## config.mk

```make
export PLATFORM = sky130hd
export DESIGN_NAME = qupls_alu_issue_seq
export DESIGN_NICKNAME = d
export VERILOG_FILES = /design/src/rtl/qupls_alu_issue_seq.sv
export SDC_FILE = /design/constraint.sdc
export NUM_CORES = 1
export LEC_CHECK = 0
export CAP_MARGIN = 20
export CELL_PAD_IN_SITES_DETAIL_PLACEMENT = 1
export CELL_PAD_IN_SITES_GLOBAL_PLACEMENT = 1
export CORE_ASPECT_RATIO = 0.7
export CORE_MARGIN = 2
export CORE_UTILIZATION = 30
export CTS_BUF_LIST = sky130_fd_sc_hd__clkbuf_4 sky130_fd_sc_hd__clkbuf_8 sky130_fd_sc_hd__clkbuf_16
export CTS_CLUSTER_SIZE = 24
export DETAILED_ROUTE_END_ITERATION = 16
export HOLD_SLACK_MARGIN = 0.03
export PLACE_DENSITY = 0.85
export SYNTH_ARGS = -nofsm -noshare
export SYNTH_HDL_FRONTEND = slang
export SYNTH_SLANG_ARGS = --single-unit
```

## constraint.sdc

```tcl
create_clock -name clk -period 2.08 [get_ports clk]
set_input_delay 0.312 -clock clk [delete_from_list [all_inputs] [get_ports clk]]
set_output_delay 0.312 -clock clk [all_outputs]
set_load 0.01 [all_outputs]
```

## src/rtl/qupls_alu_issue_seq.sv

```systemverilog
// -----------------------------------------------------------------------------
// qupls_alu_issue_seq
//
// Issue/writeback sequencer for one ALU lane group. It accepts one operation
// at a time, launches it into the ALU, waits for completion (fixed latency for
// simple ops, done strobes for multiply and divide), and holds the result in
// writeback registers until the consumer takes it.
//
// Parameters
//   WID     operand/result width
//   TAGW    destination tag width
//   ALU_LAT cycles for single-cycle ops (1..15)
//   TMO     watchdog limit in cycles (8-bit)
//
// Ports
//   clk, rst                   clock; asynchronous active-low reset
//   req_valid/req_ready        request handshake
//   req_kind                   0=simple, 1=mul, 2=div, 3=reserved
//   req_prc, req_cptgt, req_tag  lane precision, copy mask, destination tag
//   alu_ld                     one-cycle launch pulse
//   alu_div, alu_prc, alu_cptgt  held from LAUNCH until IDLE
//   alu_o, alu_exc             ALU result and per-lane exception bytes
//   alu_mul_done, alu_div_done, alu_div_dbz  completion strobes
//   wb_valid/wb_ready          writeback handshake
//   wb_res, wb_exc, wb_tag, wb_dbz, wb_tmo   writeback payload
//   flush                      abort; forces IDLE, drops any pending writeback
//
// Optional feature
//   QUPLS_ALU_SEQ_TMO_EN       enables the WAIT watchdog (wb_tmo); without it
//                              WAIT lasts until completion and wb_tmo is 0.
// -----------------------------------------------------------------------------
module qupls_alu_issue_seq #(
    parameter int WID     = 64,
    parameter int TAGW    = 6,
    parameter int ALU_LAT = 1,
    parameter int TMO     = 255
) (
    input  logic                 clk,
    input  logic                 rst,
    input  logic                 req_valid,
    output logic                 req_ready,
    input  logic [1:0]           req_kind,
    input  logic [1:0]           req_prc,
    input  logic [WID/8-1:0]     req_cptgt,
    input  logic [TAGW-1:0]      req_tag,
    output logic                 alu_ld,
    output logic                 alu_div,
    output logic [1:0]           alu_prc,
    output logic [WID/8-1:0]     alu_cptgt,
    input  logic [WID-1:0]       alu_o,
    input  logic [WID-1:0]       alu_exc,
    input  logic                 alu_mul_done,
    input  logic                 alu_div_done,
    input  logic                 alu_div_dbz,
    output logic                 wb_valid,
    input  logic                 wb_ready,
    output logic [WID-1:0]       wb_res,
    output logic [WID-1:0]       wb_exc,
    output logic [TAGW-1:0]      wb_tag,
    output logic                 wb_dbz,
    output logic                 wb_tmo,
    input  logic                 flush
);

    typedef enum logic [1:0] {S_IDLE, S_LAUNCH, S_WAIT, S_HOLD} state_e;

    localparam logic [1:0] K_MUL  = 2'd1;
    localparam logic [1:0] K_DIV  = 2'd2;
    localparam logic [1:0] K_RSVD = 2'd3;
    localparam logic [7:0] LAT_CNT = 8'(ALU_LAT);
    localparam logic [7:0] CNT_MAX = 8'hFF;

    state_e            state_q, state_d;
    logic [1:0]        kind_q, kind_d;
    logic [1:0]        prc_q, prc_d;
    logic [WID/8-1:0]  cptgt_q, cptgt_d;
    logic [TAGW-1:0]   tag_q, tag_d;
    logic [7:0]        cnt_q, cnt_d;
    logic              rdy_en_q;
    logic              wb_valid_q, wb_valid_d;
    logic [WID-1:0]    wb_res_q, wb_res_d;
    logic [WID-1:0]    wb_exc_q, wb_exc_d;
    logic [TAGW-1:0]   wb_tag_q, wb_tag_d;
    logic              wb_dbz_q, wb_dbz_d;
`ifdef QUPLS_ALU_SEQ_TMO_EN
    localparam logic [7:0] TMO_CNT = 8'(TMO);
    logic              wb_tmo_q, wb_tmo_d;
`endif

    // The counter is 0 during LAUNCH and equals k in the k-th WAIT cycle, so
    // cnt_q >= 2 marks the second WAIT cycle, where done strobes become valid.
    logic past_first_wait;
    logic op_done;
    assign past_first_wait = (cnt_q >= 8'd2);
    assign op_done = (kind_q == K_MUL) ? (alu_mul_done && past_first_wait) :
                     (kind_q == K_DIV) ? (alu_div_done && past_first_wait) :
                                         (cnt_q >= LAT_CNT);

    // rdy_en_q keeps req_ready low until the first clock after reset release.
    assign req_ready = (state_q == S_IDLE) && rdy_en_q && !flush;
    assign alu_ld    = (state_q == S_LAUNCH);
    assign alu_div   = (state_q != S_IDLE) && (kind_q == K_DIV);
    assign alu_prc   = (state_q != S_IDLE) ? prc_q   : '0;
    assign alu_cptgt = (state_q != S_IDLE) ? cptgt_q : '0;
    assign wb_valid  = wb_valid_q;
    assign wb_res    = wb_res_q;
    assign wb_exc    = wb_exc_q;
    assign wb_tag    = wb_tag_q;
    assign wb_dbz    = wb_dbz_q;
`ifdef QUPLS_ALU_SEQ_TMO_EN
    assign wb_tmo    = wb_tmo_q;
`else
    assign wb_tmo    = 1'b0;
`endif

    always_comb begin
        // NOTE: every variable gets its hold value first so no path through
        // the case below can leave one unassigned and infer a latch.
        state_d    = state_q;
        kind_d     = kind_q;
        prc_d      = prc_q;
        cptgt_d    = cptgt_q;
        tag_d      = tag_q;
        cnt_d      = cnt_q;
        wb_valid_d = wb_valid_q;
        wb_res_d   = wb_res_q;
        wb_exc_d   = wb_exc_q;
        wb_tag_d   = wb_tag_q;
        wb_dbz_d   = wb_dbz_q;
`ifdef QUPLS_ALU_SEQ_TMO_EN
        wb_tmo_d   = wb_tmo_q;
`endif
        unique case (state_q)
            S_IDLE: begin
                if (req_valid && req_ready) begin
                    kind_d  = req_kind;
                    prc_d   = req_prc;
                    cptgt_d = req_cptgt;
                    tag_d   = req_tag;
                    cnt_d   = '0;
                    if (req_kind == K_RSVD) begin
                        // Reserved kind never touches the ALU; it retires
                        // straight away with an all-ones lane-0 exception.
                        wb_valid_d = 1'b1;
                        wb_res_d   = '0;
                        wb_exc_d   = {{(WID-8){1'b0}}, 8'hFF};
                        wb_tag_d   = req_tag;
                        wb_dbz_d   = 1'b0;
`ifdef QUPLS_ALU_SEQ_TMO_EN
                        wb_tmo_d   = 1'b0;
`endif
                        state_d    = S_HOLD;
                    end else begin
                        state_d = S_LAUNCH;
                    end
                end
            end
            S_LAUNCH: begin
                cnt_d   = 8'd1;
                state_d = S_WAIT;
            end
            S_WAIT: begin
                if (cnt_q != CNT_MAX) cnt_d = cnt_q + 8'd1;
                if (op_done) begin
                    wb_valid_d = 1'b1;
                    wb_res_d   = alu_o;
                    wb_exc_d   = alu_exc;
                    wb_tag_d   = tag_q;
                    wb_dbz_d   = (kind_q == K_DIV) && alu_div_dbz;
`ifdef QUPLS_ALU_SEQ_TMO_EN
                    wb_tmo_d   = 1'b0;
`endif
                    state_d    = S_HOLD;
                end
`ifdef QUPLS_ALU_SEQ_TMO_EN
                else if (cnt_q >= TMO_CNT) begin
                    wb_valid_d = 1'b1;
                    wb_res_d   = '0;
                    wb_exc_d   = {{(WID-8){1'b0}}, 8'hFE};
                    wb_tag_d   = tag_q;
                    wb_dbz_d   = 1'b0;
                    wb_tmo_d   = 1'b1;
                    state_d    = S_HOLD;
                end
`endif
            end
            S_HOLD: begin
                if (wb_ready) begin
                    wb_valid_d = 1'b0;
                    state_d    = S_IDLE;
                end
            end
            default: state_d = S_IDLE;
        endcase
        // Flush outranks completion and the writeback handshake.
        if (flush) begin
            state_d    = S_IDLE;
            wb_valid_d = 1'b0;
        end
    end

    always_ff @(posedge clk or negedge rst) begin
        if (!rst) begin
            state_q    <= S_IDLE;
            kind_q     <= '0;
            prc_q      <= '0;
            cptgt_q    <= '0;
            tag_q      <= '0;
            cnt_q      <= '0;
            rdy_en_q   <= 1'b0;
            wb_valid_q <= 1'b0;
            wb_res_q   <= '0;
            wb_exc_q   <= '0;
            wb_tag_q   <= '0;
            wb_dbz_q   <= 1'b0;
`ifdef QUPLS_ALU_SEQ_TMO_EN
            wb_tmo_q   <= 1'b0;
`endif
        end else begin
            // NOTE: state updates use non-blocking assignment so every
            // register samples the pre-edge values regardless of order.
            state_q    <= state_d;
            kind_q     <= kind_d;
            prc_q      <= prc_d;
            cptgt_q    <= cptgt_d;
            tag_q      <= tag_d;
            cnt_q      <= cnt_d;
            rdy_en_q   <= 1'b1;
            wb_valid_q <= wb_valid_d;
            wb_res_q   <= wb_res_d;
            wb_exc_q   <= wb_exc_d;
            wb_tag_q   <= wb_tag_d;
            wb_dbz_q   <= wb_dbz_d;
`ifdef QUPLS_ALU_SEQ_TMO_EN
            wb_tmo_q   <= wb_tmo_d;
`endif
        end
    end

endmodule

```

======== Word level (Yosys, flattened, before mapping) ========
Cells that the tools add are included.
storage, ports and cells
  bits in registers ....................... 165
  input bits .............................. 154
  output and inout port bits .............. 150
  logic and storage cells ................. 83
operators by class
  add/subtract/negate cells ............... 1
  order comparisons ....................... 2
  equality and inequality tests ........... 15
  multiplexer cells ....................... 35
  reductions and logical operators ........ 18
operator list
  cell                                                    count
  two-way mux 64 bit                                      6
  case mux 64 bit (2 select lines)                        2
  two-way mux 8 bit                                       3
  case mux 8 bit (3 select lines)                         1
  two-way mux 6 bit                                       3
  two-way mux 2 bit                                       6
  case mux 6 bit (2 select lines)                         1
  two-way mux 1 bit                                       10
  adder 8 x 1 -> 8 bit (second input constant)            1
  == test 2 bit (second input constant)                   4
  >= comparator 8 x 1 -> 1 bit (second input constant)    1
  >= comparator 8 x 2 -> 1 bit (second input constant)    1
  inequality test 8 bit (second input constant)           1
  case mux 2 bit (4 select lines)                         1
  logical AND 1 bit                                       7
  inequality test 3 x 2 -> 1 bit (second input constant)  2
  inequality test 3 bit (second input constant)           2
  AND reduction 3 bit                                     2
  AND reduction 5 bit                                     1
  == test 2 x 1 -> 1 bit (second input constant)          2
  inequality test 2 x 1 -> 1 bit (second input constant)  2
  inequality test 2 bit (second input constant)           2
  AND reduction 4 bit                                     1
  nonzero test 2 bit                                      2
  7 further kinds                                         7

======== Logic depth before layout (Yosys ltp) ========
Gate-level depths: netlist of run 1.
  depth in word-level cells ............... 7
  mapped depth ............................ 11
  depth with buffers taken out ............ 7

======== Worst setup path before layout of run 1 ========
Ideal clock, no wire load.
  kind .................................... reg-to-reg
  start ................................... register cnt_q[0]
  end ..................................... register wb_exc_q[0] (netlist: wb_exc[0])
  library setup time ...................... 0.127 ns
  arrival ................................. 2.161 ns
  data required time ...................... 1.953 ns
  path slack .............................. -0.209 ns
  stages on the path, launching flop included .. 9
  buffers on the path ..................... 2
  clock period less this slack ............ 2.289 ns
  cell sequence ........................... dfrtp_1 > inv_1 > ha_1 > nor4_2 > a21oi_2 > o41ai_4 > buf_6 > clkbuf_2 > o21ai_2
on the way
  cells in the longest elaborated chain, start to end .. 6
  elaborated cells on any way between the ends .. 8
  those cells by class .................... 2 x order compare; 1 x eq/ne; 2 x mux; 3 x reduce/logical
ends and longest elaborated chain
  what                               RTL line  source
  start: declaration                 78        logic [7:0] cnt_q, cnt_d;
  start signal: assignment           227       cnt_q <= cnt_d;
  >= comparator 8 x 2 -> 1 bit       94        assign past_first_wait = (cnt_q >= 8'd2);
  logical AND 1 bit                  96        (kind_q == K_DIV) ? (alu_div_done && past_first_wait) :
  two-way mux 1 bit                  96
  two-way mux 1 bit *                95        assign op_done = (kind_q == K_MUL) ? (alu_mul_done && past_first_wait) :
  inequality test 2 bit (no line) *  --
  AND reduction 4 bit (no line) *    --
  end signal: assignment             231       wb_exc_q <= wb_exc_d;
  end: declaration                   82        logic [WID-1:0] wb_exc_q, wb_exc_d;
Every way passes the cells marked *; elsewhere a longest branch is shown, timed or not.
A chain may end at the register's enable or synchronous reset.

======== Worst setup path after layout of run 1 ========
  start ................................... register cnt_q[1]
  end ..................................... register wb_res_q[58] (netlist: wb_res[58])
on the way
  cells in the longest elaborated chain, start to end .. 6
  elaborated cells on any way between the ends .. 8
  those cells by class .................... 2 x order compare; 1 x eq/ne; 2 x mux; 3 x reduce/logical
ends and longest elaborated chain
  what                               RTL line  source
  >= comparator 8 x 2 -> 1 bit       94
  logical AND 1 bit                  96
  two-way mux 1 bit                  96
  two-way mux 1 bit *                95
  inequality test 2 bit (no line) *  --
  AND reduction 4 bit (no line) *    --
  end signal: assignment             230       wb_res_q <= wb_res_d;
  end: declaration                   81        logic [WID-1:0] wb_res_q, wb_res_d;
Marks and branches as above.

==> impl_metrics.ini, run 1 <==
[yosys]
ys.flop_type = dfrtp_1
synthCells = 734
synth_compound_area_share_pct = 16.2
syn-num-nets = 896
synth-seq-cells = 165
syn-cell-area_sq_mm = 0.00772
synth_top_area_cell = dfrtp_1
avgSynthCellArea_sq_um = 10.5
ys_seq_area_share_pct = 53.5
yosys_warnings = 0
synth.most_common_cell = dfrtp_1
synth_edf_count = 0
synth-simple-area-share_pct = 20.0
synth_top_area_share_pct = 53.5
synth_top_family_by_area = simple AND/OR/NAND/NOR gates
synth_area_leaders = dfrtp_1, o21ai_2, nand2_2
synth_common_cells = dfrtp_1, nand2_1, nand2_2, o21ai_2, o21ai_0
synthAdderAreaFrac_pct = 1.30
synthDistinctLibCells = 45
async_reset_ff_share_pct = 100
synth-xor-area-share_pct = 0.113
synthMuxAreaShare_pct = 3.40

[job]
max_cap_viol_count = 0

[floorplan]
start_util_pct = 30.3
die_w_um = 196
io_pins = 304
fp.coreArea_sq_mm = 0.0255
dieArea_sq_mm = 0.0271
die_h_um = 138
rows = 49

[global_route]
antenna_found_initial = 0
grt_max_degree = 70
grt_usage_pct = 22.9
grt_pass1_wl_um = 47500
grt_remaining_overflow = 0
grt_pass1_vias = 7983

[worst_setup_path]
worst_setup_path_start_kind = flop
crit_slowest_cell = dfrtp_2
path_cells = ha_4 -> nor4_4 -> a21oi_2 -> o41ai_4 -> buf_6 -> buf_12 -> buf_12 -> buf_12 -> buf_16 -> nand2_2 -> o21ai_2
cp-end-kind = flop
rr_startpoint = cnt_q[1]$_DFFE_PN0P_
rr_endpoint = wb_res[58]$_DFFE_PN0P_
crit_fanout = 7
crit_path_max_incr_delay_ns = 0.46
r2r_slack_ns = -0.18
ff2ff_path_depth = 11
cp.arrival_ns = 2.62
critical_path_required_ns = 2.44
cp_common_cell = buf_12
critPathKind = flop to flop

[sta]
rsz0062_at_grt = true
drv_slew = 0
finClkSkew_ns = 0.0147
setup_viol = 135
fin_crit_ns = 2.26
fin_crit_sh_pct = 109
relSlewSlack_pct = 48.3
fmax_mhz = 442
hold_viol = 0
tightest_slew_ns = 0.775
setup_tns_ns = -13.80
fin_ws_ns = -0.184

[power]
peakVddDrop_mv = 0.738
leakage_nw = 5.67
powerDensity_mw_per_mm2 = 1530
totalPowerFinal_mw = 20.7

[routing]
drt_iter0_markers = 262
drtAntennaViolNets = 0
wl_per_cell_um = 21.2
vias = 7030
drc = 0
wl_um = 30800
dr.pass1.iters = 4
vias_per_cell = 4.83

[placement]
place.gp.congestion = 0.813
dpl-instance-area_sq_mm = 0.0113
io_buffers = 302
hpwl_um = 18300

[hold_path]
min_path_type = input port to flop
whs_path_depth = 3
worstHoldStart = alu_exc[41]
hold_end = wb_exc[41]$_DFFE_PN0P_

[cts]
clockBufferDepth = 2
htree_levels = 4
cts_buffers = 17
clkLatencyLatePin_ns = 0.44
cts.root.buffer_cell = clkbuf_16
clock-sinks = 165
cts_tree = done
clk_pin_slew_worst_paths_ns = 0.07

[status]
status = finished with violations
violations = negative setup slack

[final_layout]
syn_to_final_growth_pct = 75.5
design_area_sq_mm = 0.0136
nNetsFinal = 1275
drive_gt1_share_pct = 38.8
antennaDiodeCount = 0
[stage by stage]
step / cells / setup slack, ns / utilization (%) / hold slack [ns]
final: 1456 / -0.184 / 53.1 / 0.434
after global routing: 1456 / -0.257 / 53.1 / 0.422
after CTS: 1452 / -0.206 / 52.5 / 0.404
after detailed placement: 1372 / -0.349 / 44.4 / 0.326
after global placement: 1372 / -0.272 / 44.4 / 0.318
after floorplan: 734 / -0.0469 / - / 0.0164
[registers in the layout (all words and copies together) (netlist names)]
name      count
cnt_q         8
wb_res       64
cptgt_q       8
wb_tag        6
wb_dbz        1
wb_valid      1
tag_q         6
prc_q         2
kind_q        2
wb_exc       64
state_q       2
rdy_en_q      1
[cell families (layout without fill, tap and decap cells)]
| family | Yosys count | after routing |
|---|---|---|
| and+or+nand+nor | 314 | 314 |
| DFF | 165 | 165 |
| AOI/OAI and AO/OA | 163 | 163 |
| buffers and inverters | 57 | 448 |
| muxes | 24 | 24 |
| adders and majority gates | 8 | 8 |
| other | 2 | 2 |
| xor gates and xnor gates | 1 | 1 |
[per-layer routing]
| layer | up-vias | GRT usage (%) | routed length [um] |
|---|---|---|---|
| met1 | 3512 | 28.7 | 12900 |
| met2 | 275 | 38.0 | 14800 |
| met4 | 0 | 5.18 | 466 |
| met3 | 39 | 8.12 | 2630 |
| li1 | 3204 | - | - |
| met5 | - | 0 | 0 |
[power by group]
group	internal [mW]	total, mW	switching [mW]	leakage (nW)
clock	1.76	3.14	1.39	0.277
combinational	6.03	11.4	5.39	3.19
sequential	4.71	6.11	1.40	2.20
total	12.5	20.7	8.18	5.67
[how the worst max path moves through the flow]
| stage | start | to | slack, ns | cells after the start |
|---|---|---|---|---|
| CTS | cnt_q[1]$_DFFE_PN0P_ | wb_res[47]$_DFFE_PN0P_ | -0.21 | 12 |
| global route | cnt_q[1]$_DFFE_PN0P_ | wb_res[52]$_DFFE_PN0P_ | -0.26 | 11 |
| detailed placement | cnt_q[1]$_DFFE_PN0P_ | wb_exc[55]$_DFFE_PN0P_ | -0.35 | 8 |
| floorplan | cnt_q[0]$_DFFE_PN0P_ | wb_dbz$_DFFE_PN0P_ | -0.05 | 10 |
| finish | cnt_q[1]$_DFFE_PN0P_ | wb_res[58]$_DFFE_PN0P_ | -0.18 | 11 |
| global placement | cnt_q[1]$_DFFE_PN0P_ | wb_exc[31]$_DFFE_PN0P_ | -0.27 | 8 |
[final cells by class]
type                            instances  area, sq um
Tap cell                              331          414
Sequential cell                       165         4130
Clock buffer                           23          483
Multi-Input combinational cell        512         3760
Fill cell                            2648        11900
Clock inverter                          8         77.6
Timing Repair Buffer                  411         4670
Inverter                                6         22.5
[worst max-delay path, delay by kind of cell (launching register included)]
| family | cells | cell delay (ns) |
|---|---|---|
| flip-flops | 1 | 0.46 |
| adder cells (fa/ha/maj) | 1 | 0.18 |
| AND/OR/NAND/NOR | 2 | 0.27 |
| buffers and inverters | 5 | 0.70 |
| AO/OA/AOI/OAI | 3 | 0.57 |
[what timing repair did]
item / in CTS / in global routing
pin swaps: 107 / 32
hold buffers: 1 / 0
setup buffers: 23 / 19
setup endpoints to repair: 148 / 154
gates cloned: 25 / 2
hold endpoints to repair: 43 / 0
gates resized for setup: 193 / 87
[placed cells by master (no fill, tap or decap), types with 5 or more instances in the layout]
cell type and count:
buf_6 10, buf_12 34, o21ai_1 7, nand2_2 67, ha_4 5, buf_16 13
mux2_2 18, nand2_4 59, dfrtp_1 163, o21ai_2 127, mux2i_1 6, clkbuf_16 19
clkdlybuf4s50_1 289, o21ai_0 10, nand3_1 8, buf_4 39, inv_2 5, buf_8 11
dlygate4sd2_1 11, nor2_1 16, nor2b_1 11, nand2_1 135
(Power assumes the default switching activity.)
==> inputs of run 2 (changes only) <==
--- a/config.mk
+++ b/config.mk
@@ -16,6 +16,7 @@
 export DETAILED_ROUTE_END_ITERATION = 16
 export HOLD_SLACK_MARGIN = 0.03
 export PLACE_DENSITY = 0.85
+export SETUP_SLACK_MARGIN = 0.02
 export SYNTH_ARGS = -nofsm -noshare
 export SYNTH_HDL_FRONTEND = slang
 export SYNTH_SLANG_ARGS = --single-unit
==> run 2 against run 1 <==
- the flow still finishes with violations (negative setup slack)
- cell count decreased by 0.48%
- power is 1.5% higher
- first-iteration DRC count grew 16%
- non-clock buffer count is 7 lower
- via count hardly changed
- sequential share of layout area shrank 0.13 points
- largest cell class unchanged
==> impl_metrics.ini, run 2 (synthesis results as in run 1) <==
[status]
status = finished with violations
violations = negative setup slack

[cts]
cts_tree = done
clockBufferDepth = 2
clk_pin_slew_worst_paths_ns = 0.07
clkLatencyLatePin_ns = 0.44
htree_levels = 4
clock-sinks = 165
cts.root.buffer_cell = clkbuf_16
cts_buffers = 17

[routing]
dr.pass1.iters = 4
wl_um = 31900
drtAntennaViolNets = 0
drt_iter0_markers = 305
wl_per_cell_um = 22.0
drc = 0
vias = 7037
vias_per_cell = 4.86

[worst_setup_path]
path_buf_inv = 5
critPathTopFamily = buffers and inverters
cp_common_cell = buf_12
cp-end-kind = flop
crit_fanout = 7
crit_slowest_cell = dfrtp_2
path_cells = ha_4 -> nor4_4 -> a21oi_2 -> o41ai_4 -> buf_6 -> buf_12 -> buf_12 -> buf_12 -> buf_16 -> nand2_4 -> o21ai_2
worst_setup_path_start_kind = flop
r2r_slack_ns = -0.18
crit_path_max_incr_delay_ns = 0.46
critPathKind = flop to flop
critical_path_required_ns = 2.43
cp.arrival_ns = 2.61

[sta]
relSlewSlack_pct = 47.4
worst_hold_slack_ns = 0.433
fin_crit_sh_pct = 109
drv_slew = 0
rsz0062_at_grt = true
hold_viol = 0
finClkSkew_ns = 0.0132
fmax_mhz = 442
setup_viol = 125
fin_crit_ns = 2.26
tightest_slew_ns = 0.789
fin_ws_ns = -0.183
setup_tns_ns = -9.50

[job]
max_cap_viol_count = 0

[final_layout]
fin_util_pct = 53.4
stdcell_count = 1449
regArea_sq_mm = 0.00413
layout_commonest_cell = clkdlybuf4s50_1
design_area_sq_mm = 0.0136
syn_to_final_growth_pct = 76.3
final_cell_mix = clkdlybuf4s50_1, dfrtp_1, nand2_1, o21ai_2, nand2_4
multi_input_area_sq_mm = 0.00395
antennaDiodeCount = 0
nNetsFinal = 1268
num-fill-cells = 2603
drive_gt1_share_pct = 39.4

[global_route]
grt_pass1_vias = 8094
antenna_found_initial = 0
grt_remaining_overflow = 0
grt_max_degree = 70
grt_pass1_wl_um = 48600
grt_usage_pct = 23.4

[floorplan]
die_w_um = 196
dieArea_sq_mm = 0.0271
io_pins = 304
die_h_um = 138
start_util_pct = 30.3
rows = 49
fp.coreArea_sq_mm = 0.0255

[placement]
place_ws_ns = -0.349
place.gp.congestion = 0.813
io_buffers = 302
dpl-instance-area_sq_mm = 0.0113
placedCellCount = 1372
hpwl_um = 18300

[power]
leakage_nw = 5.66
totalPowerFinal_mw = 21.0
peakVddDrop_mv = 0.746
powerDensity_mw_per_mm2 = 1540

[hold_path]
min_path_type = input port to flop
run 2: cell types whose count changed in the layout (fill, tap and decap cells not counted), sizes merged:
cell / before / now
clkbuf: 25 / 26
buf: 107 / 100
dlygate4sd2: 11 / 10
run 2: report_power, final:
part           switching, mW  internal [mW]
clock network           1.37           1.76
registers               1.52           4.71
logic                   5.53           6.10
total                   8.42           12.6
run 2: timing repair:
action,4_1_cts,5_1_grt
hold buffers,1,0
buffers inserted,32,10
endpoints found under the setup margin,149,155
resized for setup,236,103
cloned,25,2
pin swaps,131,54
hold endpoints to repair,43,0
run 2: cell type report:
cell class | count | area share, %
Clock inverter | 8 | 0.570
Clock buffer | 23 | 3.55
Tap cell | 331 | 3.04
Timing Repair Buffer | 404 | 33.3
Sequential cell | 165 | 30.3
Multi-Input combinational cell | 512 | 29.0
Inverter | 6 | 0.165
run 2: worst min-delay path, cell delays in order:
cell and delay (ns):
clkdlybuf4s50_1 0.39, nand2_1 0.08, o21ai_2 0.05
run 2: final timing paths:
check / end / start / depth (start not counted)
min in group asynchronous: wb_exc[40]$_DFFE_PN0P_ / rst / 2
worst min-delay path: wb_res[48]$_DFFE_PN0P_ / alu_o[48] / 3
worst min register to register: wb_tag[1]$_DFFE_PN0P_ / wb_tag[1]$_DFFE_PN0P_ / 2
max in group asynchronous: wb_exc[29]$_DFFE_PN0P_ / rst / 3
worst max register to register: wb_res[7]$_DFFE_PN0P_ / cnt_q[1]$_DFFE_PN0P_ / 11
worst max-delay path: wb_res[7]$_DFFE_PN0P_ / cnt_q[1]$_DFFE_PN0P_ / 11
run 2: metal layers:
layer | vias up | global-route usage, % | routed length (um)
li1 | 3171 | - | -
met1 | 3558 | 28.7 | 13300
met2 | 270 | 39.2 | 15700
met3 | 38 | 8.59 | 2510
met4 | 0 | 6.06 | 490
met5 | - | 0 | 0
==> RTL change 1, RTL diff (settings of run 1) <==
`wb_res_q` no longer has a reset.
--- a/src/rtl/qupls_alu_issue_seq.sv
+++ b/src/rtl/qupls_alu_issue_seq.sv
@@ -210,5 +210,4 @@
             rdy_en_q   <= 1'b0;
             wb_valid_q <= 1'b0;
-            wb_res_q   <= '0;
             wb_exc_q   <= '0;
             wb_tag_q   <= '0;
@@ -228,5 +227,4 @@
             rdy_en_q   <= 1'b1;
             wb_valid_q <= wb_valid_d;
-            wb_res_q   <= wb_res_d;
             wb_exc_q   <= wb_exc_d;
             wb_tag_q   <= wb_tag_d;
@@ -238,4 +236,8 @@
     end
 
+    always_ff @(posedge clk) begin
+        wb_res_q <= wb_res_d;
+    end
+
 endmodule
 
Formal check against the unedited RTL: no difference found for any inputs over 4 cycles, from zero or initial values and one cycle with rst low; that may be too few to reach the edited logic, so the function may still have changed.
==> RTL change 1 against run 1 <==
The run still ends with setup timing left; worst setup slack gained 0.081 ns; critical path depth shrank 3; sequential cell count is the same; sequential power shrank 15%; area after synthesis shrank 12%; total power shrank 26%; clock skew shrank 0.00091 ns; routed wire length shrank 21%; cell area shrank 14%; clock power shrank 4%; critical path type unchanged.
==> RTL change 1: results (changes against run 1) <==
Multi-input logic portion of the cell area - 20.2% (was 27.7%)
Clk cell area share - 4.76% (was 4.14%)
Setup WS post-layout - -0.103 ns (was -0.184 ns)
Leak pwr - 4.67 nW (was 5.67 nW)
Sequential cell area fraction in the yosys report - 65.4% (was 53.5%)
Net Sw Frac - 34.9% (was 39.5%)
Non-clock buffer count - 367 (was 411)
Post-synthesis compound-gate area fraction - 8.05% (was 16.2%)
Worst slew pin tran - 0.520 ns (was 0.775 ns)
CP Max Fanout - 8 (was 7)
Hold crit path type - in -> async (was in -> reg)
Cells on worst reg2reg path - 8 (was 11)
Final setup viols - 119 (was 135)
Number of fillers in the final layout - 2373 (was 2648)
Synth cell count leaders - nand2_1 (133), dfrtp_1 (101), and2_1 (64), edfxtp_1 (64), o21ai_0 (64) (was dfrtp_1 (165), nand2_1 (161), nand2_2 (100), o21ai_2 (100), o21ai_0 (45))
Outcome - finished with violations (unchanged)
Global-route wire length before repair - 33.6 mm (was 47.5 mm)
Setup Skew - 0.0138 ns (was 0.0147 ns)
Area of the multi-input gates - 0.00235 mm2 (was 0.00376 mm2)
Worst IR Drop VDD - 727 uV (was 738 uV)
Place WS - -0.234 ns (was -0.349 ns)
Final WL - 24.2 mm (was 30.8 mm)
Number of global-route vias before repair - 6021 (was 7983)
Post-synthesis cell count - 593 (was 734)
Adder-cell share of the synthesized area - 1.47% (was 1.30%)
Failing checks - setup timing (unchanged)
Seq. pwr - 5.19 mW (was 6.11 mW)
Multiplexer area fraction after synthesis - 3.86% (was 3.40%)
## RTL change 1: what timing repair did
action / in CTS / in global routing
pin swaps: 1 / 16
hold buffers: 1 / 0
gates cloned: 4 / 12
hold endpoints to repair: 24 / 0
setup endpoints to repair: 152 / 147
setup buffers: 5 / 10
gates resized for setup: 34 / 90
## RTL change 1: worst min path at each step
stage	from	to	slack, ns
6_report	rst	cnt_q[7]$_DFFE_PN0P_	0.36
4_1_cts	rst	kind_q[0]$_DFFE_PN0P_	0.36
3_5_place_dp	rst	rdy_en_q$_DFF_PN0_	0.28
5_1_grt	rst	cnt_q[7]$_DFFE_PN0P_	0.39
2_1_floorplan	rst	cnt_q[0]$_DFFE_PN0P_	0.02
3_3_place_gp	rst	rdy_en_q$_DFF_PN0_	0.27
## RTL change 1: metal layers
metal / wire (um) / vias to the layer above / global-route usage (%)
met2: 12200 / 171 / 32.5
li1: - / 2707 / -
met4: 401 / 0 / 5.51
met5: 0 / - / 0
met3: 1190 / 29 / 5.08
met1: 10400 / 2897 / 23.0
==> RTL change 2, RTL diff (settings of run 1) <==
Made on the original files. The option `QUPLS_ALU_SEQ_TMO_EN` is turned on by a define.
--- a/src/rtl/qupls_alu_issue_seq.sv
+++ b/src/rtl/qupls_alu_issue_seq.sv
@@ -30,4 +30,6 @@
 //                              WAIT lasts until completion and wb_tmo is 0.
 // -----------------------------------------------------------------------------
+`define QUPLS_ALU_SEQ_TMO_EN
+
 module qupls_alu_issue_seq #(
     parameter int WID     = 64,
Function: no difference found for any inputs over 4 cycles, from zero or initial values and one cycle with rst low; that may be too few to reach the edited logic, so the function may still have changed.
==> RTL change 2 against run 1 <==
The run still ends with setup timing left; via count grew 2.9%; sequential cell count rose by 1; non-clock buffer count shrank 31; cell area down 8.1%; maximum frequency is 5.5% higher; worst setup slack improved by 0.12 ns; total power fell by 30%; routed wire length rose by 1.6%; sequential power shrank 21%; area after synthesis decreased by 3.9%; largest power group unchanged; highest routed layer unchanged.
==> RTL change 2: results (changes against run 1) <==
Placed cell area - 0.0111 mm2 (was 0.0113 mm2)
Post-DP HPWL - 19.4 mm (was 18.3 mm)
Outcome - finished with violations (unchanged)
Fin Hold WS - 0.374 ns (was 0.434 ns)
Final setup viols - 28 (was 135)
Cells on worst reg2reg path - 8 (was 11)
Final Net Count - 1244 (was 1275)
Post-synthesis cell count - 746 (was 734)
Hold crit path type - in -> async (was in -> reg)
Sequential cell area fraction in the yosys report - 56.0% (was 53.5%)
Post-Synth XOR/XNOR Area - 0.118% (was 0.113%)
Adder-cell share of the synthesized area - 1.35% (was 1.30%)
Switch Pwr - 5.07 mW (was 8.18 mW)
Failing checks - setup timing (unchanged)
Synth cell count leaders - dfrtp_1 (166), inv_1 (128), nand4_1 (122) (was dfrtp_1 (165), nand2_1 (161), nand2_2 (100), o21ai_2 (100), o21ai_0 (45))
Worst IR Drop VDD - 499 uV (was 738 uV)
Syn_nets - 908 (was 896)
Cell at the slowest stage of the critical path - dfrtp_1 (was dfrtp_2)
WL per Instance - 22.1 um (was 21.2 um)
Largest net degree at the start of global routing - 51 (was 70)
Relative slew slack - 63.7% (was 48.3%)
Number of global-route vias before repair - 7794 (was 7983)
Final Wtd Congestion - 0.808 (was 0.813)
Vias/cell - 5.10 (was 4.83)
Global-route wire length before repair - 45.0 mm (was 47.5 mm)
Worst r2r dst - wb_tag[3]$_DFFE_PN0P_ (was wb_res[58]$_DFFE_PN0P_)
Synth unique cells - 39 (was 45)
Setup Skew - 0.0185 ns (was 0.0147 ns)
Finished Layout Cells - 1420 (was 1456)
Area contributors post-synth - dfrtp_1 (56%), nand4_1 (10%), inv_1 (6.5%) (was dfrtp_1 (53%), o21ai_2 (11%), nand2_2 (8.1%))
Leak pwr - 5.09 nW (was 5.67 nW)
Setup WS post-layout - -0.0657 ns (was -0.184 ns)
## RTL change 2: what timing repair did
action / CTS / global route
setup buffers: 12 / 2
resized for setup: 47 / 78
hold endpoints to repair: 37 / 0
gates cloned: 7 / 14
hold buffers: 1 / 0
setup endpoints to repair: 149 / 150
pin swaps: 6 / 16
## RTL change 2: worst max path at each step
stage | slack [ns] | endpoint | depth (start not counted)
3_3_place_gp | -0.007 | wb_res[9]$_DFFE_PN0P_ | 8
3_5_place_dp | -0.12 | wb_tag[4]$_DFFE_PN0P_ | 8
5_1_grt | -0.12 | wb_exc[40]$_DFFE_PN0P_ | 10
2_1_floorplan | 0.0004 | wb_tag[3]$_DFFE_PN0P_ | 9
4_1_cts | -0.06 | wb_res[16]$_DFFE_PN0P_ | 9
6_report | -0.07 | wb_tag[3]$_DFFE_PN0P_ | 8
## RTL change 2: cell type report
type | count | area, um2 | area share [%]
clock inverters | 14 | 174 | 1.40
well taps | 325 | 407 | 3.27
repair buffers | 380 | 4180 | 33.6
clock buffers | 18 | 433 | 3.48
inverters | 128 | 480 | 3.86
flip-flops and latches | 166 | 4150 | 33.4
multi-input cells | 389 | 2630 | 21.1
## RTL change 2: power groups by stage
stage	sequential [mW]	combinational (mW)	clock, mW
5_1_grt	4.92	6.78	3.55
2_1_floorplan	5.09	1.86	0
3_5_place_dp	4.82	5.31	0
3_3_place_gp	4.76	5.14	0
6_report	4.81	6.36	3.36
4_1_cts	4.79	5.89	3.42
## RTL change 2: metal layers
metal  GRT usage, %  wire length, um  part of all wire, %  vias to the layer above
met2           38.0            15100                   48                      303
li1               -                -                    -                     3250
met4           5.51              639                  2.0                        0
met5              0                0                    0                        -
met1           28.0            13000                   42                     3641
met3           7.85             2560                  8.2                       41
